## config.mk

```make
export PLATFORM = sky130hd
export DESIGN_NAME = i2s_rx
export DESIGN_NICKNAME = d
export VERILOG_FILES = /design/src/rtl/i2s_rx_pkg.sv /design/src/rtl/i2s_rx_if.sv /design/src/rtl/i2s_rx_sync_fifo.sv /design/src/rtl/i2s_rx.sv
export SDC_FILE = /design/constraint.sdc
export NUM_CORES = 1
export LEC_CHECK = 0
export CORE_ASPECT_RATIO = 0.75
export CORE_MARGIN = 2
export CORE_UTILIZATION = 38
export CTS_CLUSTER_SIZE = 12
export DETAILED_ROUTE_END_ITERATION = 12
export GPL_TIMING_DRIVEN = 0
export SYNTH_ARGS = -nofsm -noshare
export SYNTH_HDL_FRONTEND = slang
export SYNTH_SLANG_ARGS = --single-unit
```

## constraint.sdc

```tcl
create_clock -name mclk -period 6.57 [get_ports mclk]
set_clock_uncertainty 0.2 [all_clocks]
set_input_delay 1.6425 -clock mclk [delete_from_list [all_inputs] [get_ports mclk]]
set_output_delay 1.6425 -clock mclk [all_outputs]
set_load 0.005 [all_outputs]
```

## src/rtl/i2s_rx_pkg.sv

```systemverilog
// Shared audio definitions for the I2S receiver.
// Channel encoding matches the wclk level.
package i2s_rx_pkg;

  typedef enum logic {
    LEFT  = 1'b0,
    RIGHT = 1'b1
  } chan_e;

  localparam int SAMPLE_DEPTH_DEF = 16;
  localparam int FIFO_DEPTH_DEF   = 4;

endpackage

```

## src/rtl/i2s_rx_if.sv

```systemverilog
// Valid/ready stream carrying one stereo pair.
// Left word in the upper half of data.
interface i2s_rx_if #(
  parameter int W = 32
) ();

  logic [W-1:0] data;
  logic         valid;
  logic         ready;

  modport master (
    output data,
    output valid,
    input  ready
  );

  modport slave (
    input  data,
    input  valid,
    output ready
  );

endinterface

```

## src/rtl/i2s_rx_sync_fifo.sv

```systemverilog
// Stereo pair FIFO with a valid/ready read port.
// A push into a full FIFO is refused unless a pop happens that cycle.
module sync_fifo #(
  parameter int W     = 32,
  parameter int DEPTH = 4
) (
  input  logic         clk,
  input  logic         rst,
  input  logic         push,
  input  logic [W-1:0] wdata,
  output logic         drop,
  i2s_rx_if.master     q
);

  localparam int AW = $clog2(DEPTH);

  logic [W-1:0] mem [DEPTH];
  logic [AW:0]  wp;
  logic [AW:0]  rp;
  logic         empty;
  logic         full;
  logic         pop;
  logic         wr;

  assign empty = (wp == rp);
  assign full  = (wp[AW] != rp[AW])
              && (wp[AW-1:0] == rp[AW-1:0]);
  assign pop   = q.valid & q.ready;
  assign wr    = push & (~full | pop);
  assign drop  = push & full & ~pop;

  assign q.valid = ~empty;
  assign q.data  = empty ? '0 : mem[rp[AW-1:0]];

  always_ff @(posedge clk or posedge rst) begin
    if (rst) begin
      wp <= '0;
      rp <= '0;
    end else begin
      if (wr)  wp <= wp + 1'b1;
      if (pop) rp <= rp + 1'b1;
    end
  end

  always_ff @(posedge clk) begin
    if (wr) mem[wp[AW-1:0]] <= wdata;
  end

endmodule

```

## src/rtl/i2s_rx.sv

```systemverilog
// I2S receiver: oversampled bclk/wclk/din on mclk,
// assembles left/right words and buffers stereo pairs.
module i2s_rx
  import i2s_rx_pkg::*;
#(
  parameter int SAMPLE_DEPTH = SAMPLE_DEPTH_DEF,
  parameter int FIFO_DEPTH   = FIFO_DEPTH_DEF
) (
  input  logic                    mclk,
  input  logic                    reset,
  input  logic                    wclk,
  input  logic                    bclk,
  input  logic                    din,
  output logic [SAMPLE_DEPTH-1:0] out_l,
  output logic [SAMPLE_DEPTH-1:0] out_r,
  output logic                    out_valid,
  input  logic                    out_ready,
  output logic                    overflow,
  output logic                    locked
);

  localparam int SD = SAMPLE_DEPTH;
  localparam int CW = $clog2(SD + 2);
  localparam logic [CW-1:0] FULL = CW'(SD);

  logic [1:0]    wclk_s;
  logic [1:0]    bclk_s;
  logic [1:0]    din_s;
  logic          bclk_q;
  logic          ws_q;
  logic          ws_seen;
  logic [CW-1:0] cnt;
  logic [SD-2:0] sr;
  chan_e         ch;
  logic [SD-1:0] pend;
  logic          pend_v;
  logic          push;
  logic [2*SD-1:0] pair;
  logic          drop;

  logic          rise;
  logic          ws;
  logic          change;
  logic [CW-1:0] k;
  logic          capture;
  logic [SD-1:0] word;

  i2s_rx_if #(.W(2*SD)) q ();

  assign rise    = bclk_s[1] & ~bclk_q;
  assign ws      = wclk_s[1];
  assign change  = ws_seen & (ws != ws_q);
  assign k       = cnt + 1'b1;
  assign capture = rise & locked & (k == FULL);
  assign word    = {sr, din_s[1]};

  // The capture below uses ch before it is relatched, so a word
  // ending on a change rise goes to the half that just closed.
  always_ff @(posedge mclk or posedge reset) begin
    if (reset) begin
      wclk_s   <= '0;
      bclk_s   <= '0;
      din_s    <= '0;
      bclk_q   <= 1'b0;
      ws_q     <= 1'b0;
      ws_seen  <= 1'b0;
      cnt      <= '0;
      sr       <= '0;
      ch       <= LEFT;
      pend     <= '0;
      pend_v   <= 1'b0;
      push     <= 1'b0;
      pair     <= '0;
      locked   <= 1'b0;
      overflow <= 1'b0;
    end else begin
      wclk_s   <= {wclk_s[0], wclk};
      bclk_s   <= {bclk_s[0], bclk};
      din_s    <= {din_s[0], din};
      bclk_q   <= bclk_s[1];
      push     <= 1'b0;
      overflow <= drop;
      if (rise) begin
        sr      <= word[SD-2:0];
        ws_q    <= ws;
        ws_seen <= 1'b1;
        if (change) begin
          cnt    <= '0;
          ch     <= chan_e'(ws);
          locked <= 1'b1;
        end else if (cnt != FULL) begin
          cnt <= k;
        end
        if (capture) begin
          if (ch == LEFT) begin
            pend   <= word;
            pend_v <= 1'b1;
          end else if (pend_v) begin
            pair   <= {pend, word};
            push   <= 1'b1;
            pend_v <= 1'b0;
          end
        end
      end
    end
  end

  sync_fifo #(
    .W     (2*SD),
    .DEPTH (FIFO_DEPTH)
  ) u_fifo (
    .clk   (mclk),
    .rst   (reset),
    .push  (push),
    .wdata (pair),
    .drop  (drop),
    .q     (q)
  );

  assign q.ready   = out_ready;
  assign out_valid = q.valid;
  assign out_l     = q.data[2*SD-1:SD];
  assign out_r     = q.data[SD-1:0];

endmodule

```

### Word-level counts from Yosys, hierarchy flattened

Memory sizes are Yosys's and may differ from the RTL's.
Cells that the tools add are included.

* memories: 1
* register bits after elaboration: 88
* output and inout port bits: 35
* bits in writable memories: 128

Memories
* u_fifo.mem: words 4, width 32, read ports 1, clocked after Yosys merged registers in 0, write ports 1, RTL line i2s_rx_sync_fifo.sv:17 `logic [W-1:0] mem [DEPTH];`

* add/sub/neg operators: 3
* eq/ne operators: 6
* reduce and logical (&&, ||, !) cells: 7
* bitwise logic cells: 14
* multiplexer cells: 10

Operators by type and width (count)
* 32-bit 2-to-1 mux: 1
* 5-bit 2-to-1 mux: 2
* 1-bit AND: 8
* 1-bit 2-to-1 mux: 7
* 3-bit by 1-bit adder with 3-bit output, second input constant: 2
* 2-bit AND reduction: 3
* 5-bit by 1-bit adder with 5-bit output, second input constant: 1
* 5-bit equality test, second input constant: 1
* 5-bit inequality test, second input constant: 1
* 1-bit NOT: 5
* 4-bit AND reduction: 1
* 3-bit equality test: 1
* 3-bit AND reduction: 1
* 2-bit equality test: 1
* 1-bit inequality test: 2
* 2-bit nonzero test: 1
* 1-bit logical AND: 1
* 1-bit OR: 1

### Logic depth before layout (Yosys ltp)

Gate-level depths: netlist (run 1).

* depth after elaboration: 7
* mapped depth: 6
* mapped depth without buffers: 6

### Hierarchy

From an unflattened synthesis (run 1), not the netlist that was laid out.

* cell total of the unflattened synthesis: 477
* area, all modules: 8574.5 um^2

By module, submodules not included
* sync_fifo: area each 5270.1 um^2, cells each 243, instances 1
* i2s_rx: area each 3304.4 um^2, cells each 234, instances 1

### Worst setup path after synthesis (run 1)

No wires, ideal clock.

* kind: input-to-reg
* start point: input port out_ready
* end point: memory u_fifo.mem[3][0] (enable)
* stages on the path: 3
* setup time: 0.394 ns
* path slack: 3.069 ns
* arrival time: 2.907 ns
* path buffers: 0
* path through: inv_1 a41oi_1 and2_1

* word-level cells in the longest chain between the ends: 5

RTL lines
* start: declaration: RTL line i2s_rx.sv:17 `input logic out_ready,`
* 1-bit AND: RTL line i2s_rx_sync_fifo.sv:28 `assign pop = q.valid & q.ready;`
* 1-bit OR: RTL line i2s_rx_sync_fifo.sv:29 `assign wr = push & (~full | pop);`
* 1-bit AND: RTL line i2s_rx_sync_fifo.sv:29
* 1-bit 2-to-1 mux: RTL line i2s_rx_sync_fifo.sv:46 `if (wr) mem[wp[AW-1:0]] <= wdata;`
* 1-bit 2-to-1 mux (not written as such): RTL line i2s_rx_sync_fifo.sv:46
* end: declaration: RTL line i2s_rx_sync_fifo.sv:17

No other way between the ends.

### Worst setup path after layout (run 1)

* start point: register u_fifo.rp[0]
* end point: output port out_r[7]

* word-level cells in the longest chain between the ends: 2
* elaborated cells between the ends (all ways): 3

RTL lines
* start: declaration: RTL line i2s_rx_sync_fifo.sv:19 `logic [AW:0] rp;`
* start signal: assignment: RTL line i2s_rx_sync_fifo.sv:41 `if (pop) rp <= rp + 1'b1;`
* memory 4 x 32 bit or 3-bit equality test (tied branches)
* 32-bit 2-to-1 mux *: RTL line i2s_rx_sync_fifo.sv:33 `assign q.data = empty ? '0 : mem[rp[AW-1:0]];`
* end: declaration: RTL line i2s_rx.sv:15 `output logic [SAMPLE_DEPTH-1:0] out_r,`

Mark *: on every way between the ends. The rest lies on a longest branch, timed or not.

==> reports/metrics.csv, run 1 <==
metric,value,unit
WP data arrival,2880,ps
worst hold path class,flop to flop,
WL/cell,17.69,um
syn avg cell area,17.95,sq um
detailed placement HPWL,9441,um
Post-synth top cells,"edfxtp_1 (128), dfrtp_1 (88), nand2_1 (57), and2_1 (36), mux4_2 (32)",
Synth Flop Type,edfxtp_1,
CTS Buf Count,23,
worst skew pair latency,490,ps
register area share after synthesis,0.7122,
GPL Wtd Cong,0.7020,
global-route wire length before repair,24640,um
# setup viols final,0,
Die Ht,133.4,um
largest net degree at the start of global routing,72,
htree depth,1,
peak fanout along the critical path,10,
register clock-pin slew on the reported worst setup and hold paths,60,ps
Max-cap violations,0,
GRT Resource Usage Total,0.1359,
WS Path Type,flop to primary output,
post-synthesis register bit count,216,
port bufs,40,
Sequential Power Share,0.542,
Gate Count Post-Synth,473,
crit path launch type,flop,
Max Freq,0.2119,GHz
Post-Syn Nets,487,
Die Width,176.6,um
IO Pins,41,
Routed Antenna Nets,0,
vias in the first global route,4358,
period utilization,0.7185,
VDD IR max,118.5,uV
Tightest Pin Transition,842.4,ps
CTS Hold Bufs,0,
CTS tree,yes,
area growth from synthesis to layout,18.64,%
vias,4125,
Post-synth EDFFs,128,
Internal,2.183,mW
total grt overflow,0,
Net Sw Power,0.5575,mW
relative max-transition margin,0.4384,
clk root buf,clkbuf_16,
final worst setup slack,1850,ps
"count leader, synth",edfxtp_1,
placed cell count,812,
final hold vios,0,
Pwr Density,272.1,nW/um^2
Sink Count,216,
RSZ-0062 raised after global routing,no,
async set or reset register ratio after synthesis,0.4074,
die area,23570,sq um
"Min Clock Period, post-route",4720,ps
drt drc,0,
DR iter-0 viols,271,
Diodes inserted,0,
Ys Warns,0,
Core ar.,21990,sq um
Non-Filler Instances,853,
Final Slew Violations,0,
maximum clock path buffer count,3,
largest cells by area after synthesis,"edfxtp_1 (45%), dfrtp_1 (26%), mux4_2 (8.5%), mux2_4 (5.3%), and2_1 (2.7%)",
Final TNS setup,0,ps
final WL,15090,um
"Req. time, crit path",4730,ps
Pre-antenna DRT Iters,4,
clock power share,0.435,
status,completed,
nets@finish,557,
CP Capture Type,primary output,
Static Leak,3.814,nW
num rows,47,
Sw Ratio,0.2034,
layout cells sized above 1,0.2433,
Synth top area share,0.4528,
"area leader, netlist",edfxtp_1,
logic gate share of total power,0.023,
synth unique cells,37,
initial core utilization,0.3860,
Vias per Instance,4.836,
initial antenna violation count,1,
DP Worst Slack,2382,ps
setup bufs post-CTS,0,
PostCTS Resize Cnt,0,
Synth Cell Area,8489,sq um
-- per-stage QoR --
step | hold WS, ps | area (sq um) | utilization | total power, mW
finish | 148.6 | 10070 | 0.4580 | 2.741
floorplan | 131.2 | 8489 | - | 1.547
CTS | 149.9 | 10070 | 0.4580 | 2.777
global placement | 133.6 | 9258 | 0.4209 | 1.570
detailed placement | 136.2 | 9373 | 0.4262 | 1.576
global route | 165.7 | 10070 | 0.4580 | 2.849
-- layout make-up --
class	instances	area (sq um)
Buffer	20	112.6
Clock buffer	39	685.7
Clock inverter	2	13.76
Fill cell	1913	11920
Inverter	7	28.78
Multi-Input combinational cell	230	2310
Sequential cell	216	6046
Tap cell	294	367.9
Timing Repair Buffer	45	508.0
-- cell usage in the layout (no fill, tap or decap), types with 4 or more instances in the layout --
| cell type | synthesis | layout |
|---|---|---|
| and2_1 | 36 | 32 |
| and2_2 | 0 | 4 |
| buf_12 | 0 | 4 |
| buf_2 | 6 | 6 |
| buf_6 | 4 | 4 |
| clkbuf_1 | 10 | 21 |
| clkbuf_16 | 0 | 23 |
| clkbuf_8 | 0 | 5 |
| clkdlybuf4s50_1 | 0 | 40 |
| dfrtp_1 | 88 | 88 |
| edfxtp_1 | 128 | 128 |
| ha_1 | 8 | 8 |
| inv_1 | 7 | 6 |
| mux2_2 | 19 | 19 |
| mux2_4 | 30 | 30 |
| mux4_2 | 32 | 32 |
| nand2_1 | 57 | 57 |
| nand2b_1 | 4 | 4 |
| o21ai_0 | 7 | 7 |
| xnor2_1 | 6 | 6 |
| xor2_1 | 4 | 4 |
-- worst max-delay path, cell delays in order (launching register included) --
cell             delay [ps]
dfrtp_1                 390
buf_2                   200
xnor2_1                 180
nand3b_1                330
clkbuf_1                500
and2_1                  270
clkdlybuf4s50_1         520
-- state kept, by name, summed over array words and instances (netlist names) --
signal and cells:
u_fifo.mem 128, pair 32, pend 16, sr 15
cnt 5, u_fifo.rp 3, u_fifo.wp 3, bclk_s 2
din_s 2, wclk_s 2, bclk_q 1, ch 1
locked 1, overflow 1, pend_v 1, push 1
ws_q 1, ws_seen 1
-- cell families (layout without fill, tap and decap cells) --
logic type | after synthesis | after routing | synth area share
flip-flops | 216 | 216 | 0.7122
AND/OR/NAND/NOR | 111 | 111 | 0.06957
multiplexers | 82 | 82 | 0.1643
buffers and inverters | 27 | 113 | 0.01636
AO/OA/AOI/OAI | 19 | 19 | 0.01548
XOR/XNOR | 10 | 10 | 0.01032
adder cells (fa/ha/maj) | 8 | 8 | 0.01179
-- routing by layer --
metal	track usage	part of all wire
met5	0	0
met2	0.2224	0.49
met3	0.02283	0.045
met4	0.03076	0.020
met1	0.1920	0.45
-- path summary, 6_finish.rpt --
path                              start          endpoint  slack (ps)  cells past startpoint
min in group asynchronous         reset         bclk_s[0]        1240                      2
setup / recovery           u_fifo.rp[0]          out_r[7]        1850                      6
max in group asynchronous         reset          pair[11]        4310                      3
hold / removal                 din_s[0]          din_s[1]         150                      0
hold reg to reg                din_s[0]          din_s[1]         150                      0
setup reg to reg           u_fifo.rp[0]  u_fifo.mem[3][8]        4100                      5
-- power by group through the flow --
stage	Sequential (mW)	Clock (mW)	Combinational (mW)
after floorplan	1.50	0	0.0478
final	1.48	1.19	0.0633
after global routing	1.49	1.29	0.0744
after global placement	1.51	0	0.0600
after detailed placement	1.51	0	0.0643
after CTS	1.48	1.23	0.0648
No activity file was read; power rests on OpenSTA's default activity.
==> run 2, diff against run 1 <==
Clock period 6.57 ns to 4.1 ns, I/O delays scaled along.
==> run 2 against run 1 <==
Register-to-register slack worse by 2500 ps. Setup slack worse by 1700 ps. Sequential share of layout area about the same. Critical path depth unchanged. Die area unchanged. Via count up 0.15%. Critical path type unchanged. Largest power group unchanged.
==> reports/metrics.csv, run 2 (synthesized netlist as in run 1, its figures left out) <==
metric,value,unit,change
Fillers,1915,,+0.10%
placed cell count,812,,unchanged
vias,4131,,+0.15%
Pwr Density,436.1,nW/um^2,+60%
clk root buf,clkbuf_16,,
Diodes inserted,0,,unchanged
DP Worst Slack,529.6,ps,-1853 ps
CP Capture Type,primary output,,
num rows,47,,unchanged
"commonest cells after routing, fill and taps aside","edfxtp_1 (128), dfrtp_1 (88), nand2_1 (57)",,
final hold vios,0,,unchanged
final worst setup slack,158.6,ps,-1691 ps
detailed placement HPWL,9441,um,unchanged
Vias per Instance,4.843,,+0.15%
CTS Buf Count,23,,unchanged
area growth from synthesis to layout,18.67,%,about the same
max reg flops,128,,unchanged
crit path launch type,flop,,
final WL,15130,um,+0.30%
Die Ht,133.4,um,unchanged
DR iter-0 viols,280,,+3.3%
VDD IR max,189.8,uV,+60%
initial core utilization,0.3860,,unchanged
vias in the first global route,4358,,unchanged
"most common cell after layout, fill and taps aside",edfxtp_1,,
Max Freq,0.2537,GHz,
htree depth,1,,unchanged
Final Slew Violations,0,,unchanged
worst hold path class,flop to flop,,
WP data arrival,2720,ps,-160 ps
WL/cell,17.74,um,+0.30%
Tightest Pin Transition,676.4,ps,-166.0 ps
initial antenna violation count,1,,unchanged
Non-Filler Instances,853,,unchanged
setup bufs post-CTS,0,,unchanged
period utilization,0.9613,,
relative max-transition margin,0.5491,,+0.1107
Routed Antenna Nets,0,,unchanged
"Req. time, crit path",2870,ps,-1860 ps
drt drc,0,,unchanged
Sink Count,216,,unchanged
layout cells sized above 1,0.2469,,+0.003578
maximum clock path buffer count,3,,unchanged
peak fanout along the critical path,10,,unchanged
# setup viols final,0,,unchanged
CTS tree,yes,,
GRT Resource Usage Total,0.1359,,about the same
port bufs,40,,unchanged
Static Leak,3.836,nW,+0.59%
Pre-antenna DRT Iters,4,,unchanged
hold slack,148.6,ps,+0.02600 ps
Max-cap violations,0,,unchanged
worst skew pair latency,490,ps,about the same
post-layout util,0.4581,,about the same
total grt overflow,0,,unchanged
die area,23570,sq um,unchanged
largest net degree at the start of global routing,72,,unchanged
nets@finish,557,,unchanged
IO Pins,41,,unchanged
register clock-pin slew on the reported worst setup and hold paths,60,ps,about the same
"Min Clock Period, post-route",3941,ps,
global-route wire length before repair,24630,um,about the same
GPL Wtd Cong,0.7020,,unchanged
Die Width,176.6,um,unchanged
Core ar.,21990,sq um,unchanged
status,completed,,
WS Path Type,flop to primary output,,
==> run 2: cell count changes in the layout (fill, tap and decap cells not counted) <==
| cell | change |
|---|---|
| clkbuf_1 | -2 |
| clkbuf_2 | +2 |
==> run 2: cell type report <==
class | count | area [sq um] | area share
clock buffers | 39 | 685.7 | 0.06806
repair buffers | 45 | 508.0 | 0.05042
flip-flops and latches | 216 | 6046 | 0.6001
clock inverters | 2 | 13.76 | 0.001366
plain buffers | 20 | 115.1 | 0.01143
well taps | 294 | 367.9 | 0.03651
multi-input cells | 230 | 2310 | 0.2293
inverters | 7 | 28.78 | 0.002856
==> run 2: final timing paths <==
kind	cells after the start	to	startpoint	slack, ps
worst max-delay path	6	out_r[7]	u_fifo.rp[0]	160
worst min-delay path	0	din_s[1]	din_s[0]	150
worst max register to register	5	u_fifo.mem[3][8]	u_fifo.rp[0]	1620
worst min register to register	0	din_s[1]	din_s[0]	150
max in group asynchronous	3	pair[27]	reset	2460
min in group asynchronous	2	bclk_s[0]	reset	620
==> run 2: per-layer routing <==
metal,GRT usage,up-vias,share of wire
met3,0.02283,28,0.040
li1,-,1894,-
met4,0.03076,0,0.020
met1,0.1920,2137,0.45
met5,0,-,0
met2,0.2222,72,0.49
==> run 2: worst max-delay path: stages (launching register included) <==
cell	delay, ps
dfrtp_1	390
buf_2	200
xnor2_1	260
nand3b_1	350
clkbuf_2	340
and2_1	230
clkdlybuf4s50_1	450
==> run 2: what timing repair did <==
| item | CTS | global route |
|---|---|---|
| hold buffers | 0 | 0 |
| setup endpoints to repair | 1 | 6 |
| resized for setup | 1 | 3 |
==> run 2: report_power, final <==
group,switching (mW),total (mW),internal (mW)
Combinational,0.0626,0.102,0.0391
Clock,0.780,1.91,1.13
Sequential,0.0523,2.38,2.33
==> run 2: through the flow <==
| stage | instance area, sq um | power [mW] | setup TNS [ps] |
|---|---|---|---|
| after floorplan | 8489 | 2.479 | 0 |
| after global placement | 9258 | 2.516 | -74810 |
| after detailed placement | 9373 | 2.526 | 0 |
| after CTS | 10070 | 4.449 | 0 |
| after global routing | 10070 | 4.566 | -2.215 |
| final | 10070 | 4.394 | 0 |
